<file path="config.mk">
export PLATFORM = sky130hd
export DESIGN_NAME = traffic_light_ctrl
export DESIGN_NICKNAME = d
export VERILOG_FILES = /design/src/rtl/traffic_pkg.sv /design/src/rtl/phase_timer.sv /design/src/rtl/traffic_light_ctrl.sv
export SDC_FILE = /design/constraint.sdc
export NUM_CORES = 1
export LEC_CHECK = 0
export CORE_MARGIN = 3
export CORE_UTILIZATION = 35
export DETAILED_ROUTE_END_ITERATION = 10
export GPL_ROUTABILITY_DRIVEN = 0
export PLACE_DENSITY = 0.68
export SLEW_MARGIN = 20
export SYNTH_ARGS = -nofsm -noshare
export SYNTH_HDL_FRONTEND = slang
export SYNTH_SLANG_ARGS = --single-unit
</file>
<file path="constraint.sdc">
create_clock -name clk -period 2.39 [get_ports clk]
set_clock_uncertainty 0.1 [all_clocks]
set_input_delay 0.3585 -clock clk [delete_from_list [all_inputs] [get_ports clk]]
set_output_delay 0.3585 -clock clk [all_outputs]
set_load 0.02 [all_outputs]
</file>
<file path="src/rtl/traffic_pkg.sv">
// Shared types and constants for the intersection phase sequencer.
package traffic_pkg;

    typedef enum logic [2:0] {
        NS_GREEN  = 3'd0,
        NS_YELLOW = 3'd1,
        ALL_RED_A = 3'd2,
        EW_GREEN  = 3'd3,
        EW_YELLOW = 3'd4,
        ALL_RED_B = 3'd5
    } phase_t;

    // Signal head encoding {red,yellow,green}, one-hot.
    typedef logic [2:0] light_t;

    localparam light_t RED    = 3'b100;
    localparam light_t YELLOW = 3'b010;
    localparam light_t GREEN  = 3'b001;

    localparam logic [3:0] CNT_MAX = 4'd15;

    function automatic logic [3:0] sat_inc(input logic [3:0] v);
        return (v == CNT_MAX) ? v : v + 4'd1;
    endfunction

endpackage

</file>
<file path="src/rtl/phase_timer.sv">
// Ticks elapsed in the current phase; sync clear, saturating at 15.
module phase_timer
    import traffic_pkg::*;
(
    input  logic       clk,
    input  logic       rst,
    input  logic       clr,
    input  logic       tick,
    output logic [3:0] cnt
);

    always_ff @(posedge clk) begin
        if (rst || clr)
            cnt <= 4'd0;
        else if (tick)
            cnt <= sat_inc(cnt);
    end

endmodule

</file>
<file path="src/rtl/traffic_light_ctrl.sv">
// Six-phase NS/EW sequencer: NS rests green, EW served on demand.
module traffic_light_ctrl
    import traffic_pkg::*;
#(
    parameter int unsigned GREEN_MIN = 4,
    parameter int unsigned GREEN_MAX = 10,
    parameter int unsigned YELLOW_T  = 3,
    parameter int unsigned ALLRED_T  = 1
) (
    input  logic       clk,
    input  logic       rst,
    input  logic       tick,
    input  logic       ew_req,
    input  logic       ns_req,
    output light_t     ns_light,
    output light_t     ew_light,
    output logic [2:0] phase,
    output logic [3:0] remaining
);

    localparam logic [3:0] G_MIN = 4'(GREEN_MIN);
    localparam logic [3:0] G_MAX = 4'(GREEN_MAX);
    localparam logic [3:0] Y_T   = 4'(YELLOW_T);
    localparam logic [3:0] AR_T  = 4'(ALLRED_T);

    phase_t     phase_q, phase_d;
    logic [3:0] cnt;
    logic [3:0] e;
    logic       clr;

    // The exiting tick is consumed by the phase change, so the timer restarts at 0.
    assign clr = (phase_d != phase_q);

    phase_timer u_timer (
        .clk  (clk),
        .rst  (rst),
        .clr  (clr),
        .tick (tick),
        .cnt  (cnt)
    );

    always_ff @(posedge clk) begin
        if (rst)
            phase_q <= ALL_RED_B;
        else
            phase_q <= phase_d;
    end

    assign e = sat_inc(cnt);

    always_comb begin
        phase_d = phase_q;
        case (phase_q)
            NS_GREEN:  if (tick && ew_req && e >= G_MIN) phase_d = NS_YELLOW;
            NS_YELLOW: if (tick && e == Y_T)  phase_d = ALL_RED_A;
            ALL_RED_A: if (tick && e == AR_T) phase_d = EW_GREEN;
            EW_GREEN:  if (tick && (e == G_MAX || (e >= G_MIN && (!ew_req || ns_req))))
                           phase_d = EW_YELLOW;
            EW_YELLOW: if (tick && e == Y_T)  phase_d = ALL_RED_B;
            ALL_RED_B: if (tick && e == AR_T) phase_d = NS_GREEN;
            default:   phase_d = ALL_RED_B;
        endcase
    end

    always_comb begin
        ns_light  = RED;
        ew_light  = RED;
        remaining = 4'd0;
        case (phase_q)
            NS_GREEN: begin
                ns_light  = GREEN;
                remaining = (cnt < G_MIN) ? G_MIN - cnt : 4'd0;
            end
            NS_YELLOW: begin
                ns_light  = YELLOW;
                remaining = Y_T - cnt;
            end
            EW_GREEN: begin
                ew_light  = GREEN;
                remaining = (cnt < G_MIN) ? G_MIN - cnt : 4'd0;
            end
            EW_YELLOW: begin
                ew_light  = YELLOW;
                remaining = Y_T - cnt;
            end
            ALL_RED_A, ALL_RED_B: remaining = AR_T - cnt;
            default: remaining = 4'd0;
        endcase
    end

    assign phase = phase_q;

endmodule

</file>
==> metrics.md, run 1 <==
| Metric | Value |
|---|---|
| Outcome | completed |
| Synth unique cells | 47 |
| Vias in the first global route | 968 |
| Top cells by area, synth | dfxtp_1 14%, ha_1 10%, nand2_1 5.6% |
| Setup TNS | 0 ps |
| Largest stage delay, worst path | 620 ps |
| Antenna viol nets, final | 0 |
| Post-synth EDFFs | 0 |
| Synth area leader | dfxtp_1 |
| Reg2reg path depth | 8 |
| CP bufs+invs | 2 |
| Post-layout min period | 2293 ps |
| Synth Register Bits | 7 |
| Final hold violation count | 0 |
| Starting density of the core | 0.3860 |
| CTS Hold Bufs | 0 |
| I/O pin cnt | 18 |
| Post-synthesis async set-or-reset flop share | 0 |
| Fmax | 436.1 MHz |
| Initial antenna violation count | 0 |
| Post-layout nets | 165 |
| CP Depth | 4 |
| Routed WL | 2.473 mm |
| Pre-antenna DRT Iters | 4 |
| Pint | 0.3739 mW |
| CP top delay family | buffers and inverters |
| Number of fillers in the final layout | 251 |
| Worst Path Arrival | 1830 ps |
| Max VDD drop | 0.4071 mV |
| Total CTS buffers | 3 |
| Root Driver | clkbuf_4 |
| Top_reg_cell synth | dfxtp_1 |
| DP HPWL | 2.005 mm |
| Die Y | 59.45 um |
| Layout area overhead | 22.15% |
| Global-route wire length before repair | 4.298 mm |
| Initial drt markers | 29 |
| Net Sw Frac | 0.4359 |
| H-Tree Depth | 1 |
| DR vias/cell | 5.508 |
| Antenna fix cells | 0 |
| Most frequent cells in the layout | 15 x nand2_1, 13 x buf_4, 12 x clkdlybuf4s50_1 |
| Post-DP Area | 1205 um^2 |
| Commonest non-fill, non-tap cell in the layout | nand2_1 |
| Remaining DRCs | 0 |
| CP Cell Sequence | buf_4 > and3b_1 > nor2_1 > clkdlybuf4s50_1 |
| CTS tree | done |
| Storage cell area | 142.6 um^2 |
| Layout cells sized above 1 | 0.2252 |
| WP data required | 1930 ps |
| Static leakage | 0.5079 nW |
| Synth Warn # | 0 |
| Die width | 59.45 um |
| Sequential Power Share | 0.217 |
| Die ar. | 3534 um^2 |
| P_sw | 0.2888 mW |
| Number of port buffers | 17 |
| Vias | 997 |
| Worst-Margin Slew | 438.1 ps |
| Fin crit share | 0.9594 |
| Setup bufs post-CTS | 0 |
| WL per Instance | 13.66 um |
| WS Path Type | flip-flop to primary output |
| Clock Latency Late Sink | 270 ps |
| Core Area | 2590 um^2 |
| Hold Path Class | input pin to flip-flop |
| Row Count | 18 |
| Cell count after synthesis | 127 |
| Gr ovfl total | 0 |
| Comb pwr share | 0.610 |
| Reg clk slew, reported paths | 60 ps |
| Multi-input logic area | 740.7 um^2 |
| Largest net degree at the start of global routing | 14 |
| Final slew viol count | 0 |
| Max Cap Viol | 0 |
| Clock tree buffer depth | 2 |
| Worst setup SP type | flip-flop |
| Design area | 1221 um^2 |
| Setup-failing EPs final | 0 |
| GRT Total Usage | 0.1566 |
| Sink Count | 7 |
| Sequential area share after synthesis | 0.1402 |
| PwrDens | 542.7 nW/um^2 |
| Clock power share | 0.174 |
| CP max-delay cell | clkdlybuf4s50_1 |
| Hold depth | 2 |
| Crit Path Max Fanout | 11 |
| CTS resizes | 6 |
| Synth Cell Area | 999.7 um^2 |
| RSZ-0062 raised after global routing | no |
| Slew margin rel. | 0.7049 |
| Top-area cell type share of the netlist area | 0.1402 |
| Worst setup EP type | primary output |
| Net Count, Synth | 140 |
| Post-Syn Area per Cell | 7.872 um^2 |
## flip-flops by register name, summed over array words and instances, names as in the netlist
register	cells
phase	3
u_timer.cnt	4
## final cells by class
cell class                      instances  share of cell area
Sequential cell                         7              0.1168
Multi-Input combinational cell        105              0.6066
Clock buffer                            4             0.02152
Tap cell                               30             0.03074
Inverter                                5             0.01537
Timing Repair Buffer                   30              0.2090
## power groups by stage
stage               Sequential [mW]  Combinational, mW  Clock, mW
floorplan                     0.152              0.275          0
global placement              0.145              0.412          0
detailed placement            0.146              0.416          0
CTS                           0.143              0.404      0.122
global route                  0.145              0.440      0.125
finish                        0.143              0.404      0.115
## kinds of logic after synthesis
| logic type | Yosys count | synth area share |
|---|---|---|
| buf+inv | 15 | 0.1189 |
| mux | 2 | 0.02003 |
| fa+ha+maj | 8 | 0.1001 |
| flops | 7 | 0.1402 |
| xor+xnor | 9 | 0.08637 |
| simple gates | 56 | 0.3091 |
| compound gates | 30 | 0.2253 |
## stage by stage
step / power, mW / std cells / hold WS, ps / setup slack, ps / util
global placement: 0.5563 / 177 / 568.5 / 30.56 / 0.4652
detailed placement: 0.5619 / 177 / 594.6 / 12.98 / 0.4652
CTS: 0.6684 / 181 / 587.3 / 19.59 / 0.4734
finish: 0.6627 / 181 / 600.2 / 97.06 / 0.4715
global route: 0.7091 / 181 / 628.0 / 5.109 / 0.4715
floorplan: 0.4273 / 127 / 335.3 / 188.6 / -
## worst register-to-register path: stages, from the launching register on
cell and delay [ps]:
dfxtp_1 310, buf_4 160, ha_1 250, and3_4 200, o221a_4 300, o31a_1 290
a41o_1 250, a31oi_4 190, nor3_1 80
## cells in the mapped netlist (2+ instances only)
cell type / number
nand3b_1: 2
nand2_1: 15
and2_1: 2
nor2_1: 10
and4_2: 2
buf_6: 2
inv_1: 4
dfxtp_1: 7
buf_4: 2
nor3_1: 5
mux2i_1: 2
xor2_1: 2
nor2b_1: 2
o21ai_0: 4
a31oi_1: 3
xnor2_1: 6
nand3_1: 5
clkbuf_1: 2
clkbuf_8: 4
a21oi_1: 10
ha_1: 8
nand2b_1: 3
## worst paths after layout
check,start,to,slack [ps]
max,phase[2]$_SDFF_PP1_,ew_light[2],100
min,rst,phase[1]$_SDFF_PP0_,600
max reg2reg,u_timer.cnt[1]$_SDFFE_PP0P_,u_timer.cnt[0]$_SDFFE_PP0P_,130
min reg2reg,u_timer.cnt[1]$_SDFFE_PP0P_,u_timer.cnt[1]$_SDFFE_PP0P_,610
## per-layer routing
layer,share of wire,wire length (um),GRT usage
met3,0.048,118,0.03486
met4,0.0044,11,0.03883
met5,0,0,0
met1,0.47,1154,0.2042
met2,0.48,1189,0.2590
No activity file was read; power rests on OpenSTA's default activity.
==> inputs of run 2 (changes only) <==
- SLEW_MARGIN: 20 -> 10
==> results of run 2 <==
Final layout, timing and power as in run 1 (identical DEF).
==> inputs of run 3 (changes only) <==
- CORE_UTILIZATION: 35 -> 32
- PLACE_DENSITY: 0.68 -> 0.64
- SLEW_MARGIN: 10 -> 20
==> run 3 against run 2 <==
Count of clock-buffer cells in the layout is the same. Hold slack gained 8.2 ps. Via count down 1.6%.
==> metrics.md, run 3 (synthesis gave the netlist of run 1 again) <==
| Metric | Value |
|---|---|
| CP max-delay cell | dfxtp_1 |
| Core Area | 2877 um^2 |
| Worst Path Arrival | 1820 ps |
| Clock Latency Late Sink | 260 ps |
| Vias in the first global route | 964 |
| Clock tree buffer depth | 2 |
| Post-layout min period | 2280 ps |
| Reg clk slew, reported paths | 50 ps |
| GRT Total Usage | 0.1557 |
| Most frequent cells in the layout | 17 x buf_4, 15 x nand2_1, 12 x clkdlybuf4s50_1 |
| Commonest non-fill, non-tap cell in the layout | buf_4 |
| WS Path Type | flip-flop to primary output |
| Max Cap Viol | 0 |
| Post-layout nets | 169 |
| R2R Setup Slk | 120 ps |
| Multi-input logic area | 752.0 um^2 |
| Routed WL | 2.565 mm |
| Max reg flops | 4 |
| Die Y | 61.90 um |
| Pre-antenna DRT Iters | 4 |
| WL per Instance | 13.02 um |
| Static leakage | 0.5271 nW |
| Initial drt markers | 27 |
| DP HPWL | 2.050 mm |
| Critical path's most frequent cell | nor2_1 |
| Largest stage delay, worst path | 440 ps |
| Design area | 1274 um^2 |
| Setup-failing EPs final | 0 |
| Worst setup SP type | flip-flop |
| Slew margin rel. | 0.7424 |
| WP data required | 1930 ps |
| Root Driver | clkbuf_4 |
| Top reg by flops | u_timer.cnt |
| Final hold violation count | 0 |
| Final slew viol count | 0 |
| Number of port buffers | 17 |
| CTS tree | done |
| H-Tree Depth | 1 |
| CP Cell Sequence | inv_1 > ha_1 > o21ai_0 > nor2_1 > nor2_1 > o32ai_1 > dlygate4sd2_1 |
| Worst setup EP type | primary output |
| Post-DP Area | 1250 um^2 |
| Storage cell area | 140.1 um^2 |
| Worst-Margin Slew | 382.4 ps |
| Die ar. | 3831 um^2 |
| Antenna viol nets, final | 0 |
| Global-route wire length before repair | 4.457 mm |
| Number of fillers in the final layout | 299 |
| Crit Path Max Fanout | 5 |
| Die width | 61.90 um |
| Setup TNS | 0 ps |
| Gr ovfl total | 0 |
| DR vias/cell | 4.980 |
| I/O pin cnt | 18 |
| Starting density of the core | 0.3475 |
| Initial antenna violation count | 0 |
| Hold Path Class | input pin to flip-flop |
| PwrDens | 519.9 nW/um^2 |
| Layout cells sized above 1 | 0.2452 |
| Layout area overhead | 27.41% |
| Row Count | 19 |
| Antenna fix cells | 0 |
| Max VDD drop | 0.3490 mV |
| Outcome | completed |
| Fin crit share | 0.9542 |
| Remaining DRCs | 0 |
| Sink Count | 7 |
| Largest net degree at the start of global routing | 16 |
| Vias | 981 |
| Fmax | 438.5 MHz |
| Total CTS buffers | 3 |
| RSZ-0062 raised after global routing | no |
| Final Util | 0.4428 |
run 3: cell count changes in the layout (fill, tap and decap cells not counted):
cell	before	now
dlygate4sd2_1	2	1
dfxtp_1	5	7
nor2b_2	0	1
dfxtp_2	2	0
clkbuf_2	2	3
nor4_4	0	1
dlymetal6s2s_1	0	1
clkdlybuf4s15_1	1	0
nor2b_1	2	1
buf_4	13	17
nor4_2	1	0
run 3: per-stage QoR:
step	instances	setup slack, ps	total power, mW	hold slack, ps
floorplan	127	188.6	0.4273	335.3
global placement	193	43.88	0.5620	598.3
detailed placement	193	47.59	0.5629	609.4
CTS	197	55.88	0.6648	614.0
global route	197	8.810	0.7144	633.1
finish	197	109.5	0.6622	608.4
run 3: layout make-up:
type / count / area share
multi-input cells: 105 / 0.5904
flip-flops and latches: 7 / 0.1100
repair buffers: 34 / 0.2230
well taps: 42 / 0.04126
inverters: 5 / 0.01473
clock buffers: 4 / 0.02063
run 3: per-layer routing:
layer  up-vias  track usage  wire length, um
li1        512            -                -
met1       442       0.2133             1217
met2        23       0.2466             1222
met3         4      0.03719              105
met4         0      0.03636               20
met5         -            0                0
run 3: timing repair:
action,in CTS,in global routing
hold buffers,0,0
gates cloned,0,0
endpoints found under the setup margin,4,9
gates resized for setup,4,10
endpoints found under the hold margin,0,0
setup buffers,0,0
run 3: final timing paths:
check                              startpoint                     endpoint  cells past startpoint
hold reg to reg   u_timer.cnt[1]$_SDFFE_PP0P_  u_timer.cnt[1]$_SDFFE_PP0P_                      3
setup / recovery  u_timer.cnt[3]$_SDFFE_PP0P_                 remaining[0]                      7
setup reg to reg  u_timer.cnt[1]$_SDFFE_PP0P_  u_timer.cnt[0]$_SDFFE_PP0P_                      8
hold / removal                            rst          phase[1]$_SDFF_PP0_                      2
run 3: worst max-delay path: cells and delay by family (launching register included):
family	cells	cell delay (ps)
buffers and inverters	2	440
DFF	1	440
and+or+nand+nor	2	210
adders and majority gates	1	230
AOI/OAI and AO/OA	2	260
run 3: report_power, final:
group	leakage, nW	switching (mW)	internal, mW
Sequential	0.0572	0.0164	0.130
Combinational	0.455	0.220	0.185
Clock	0.0150	0.0470	0.0639
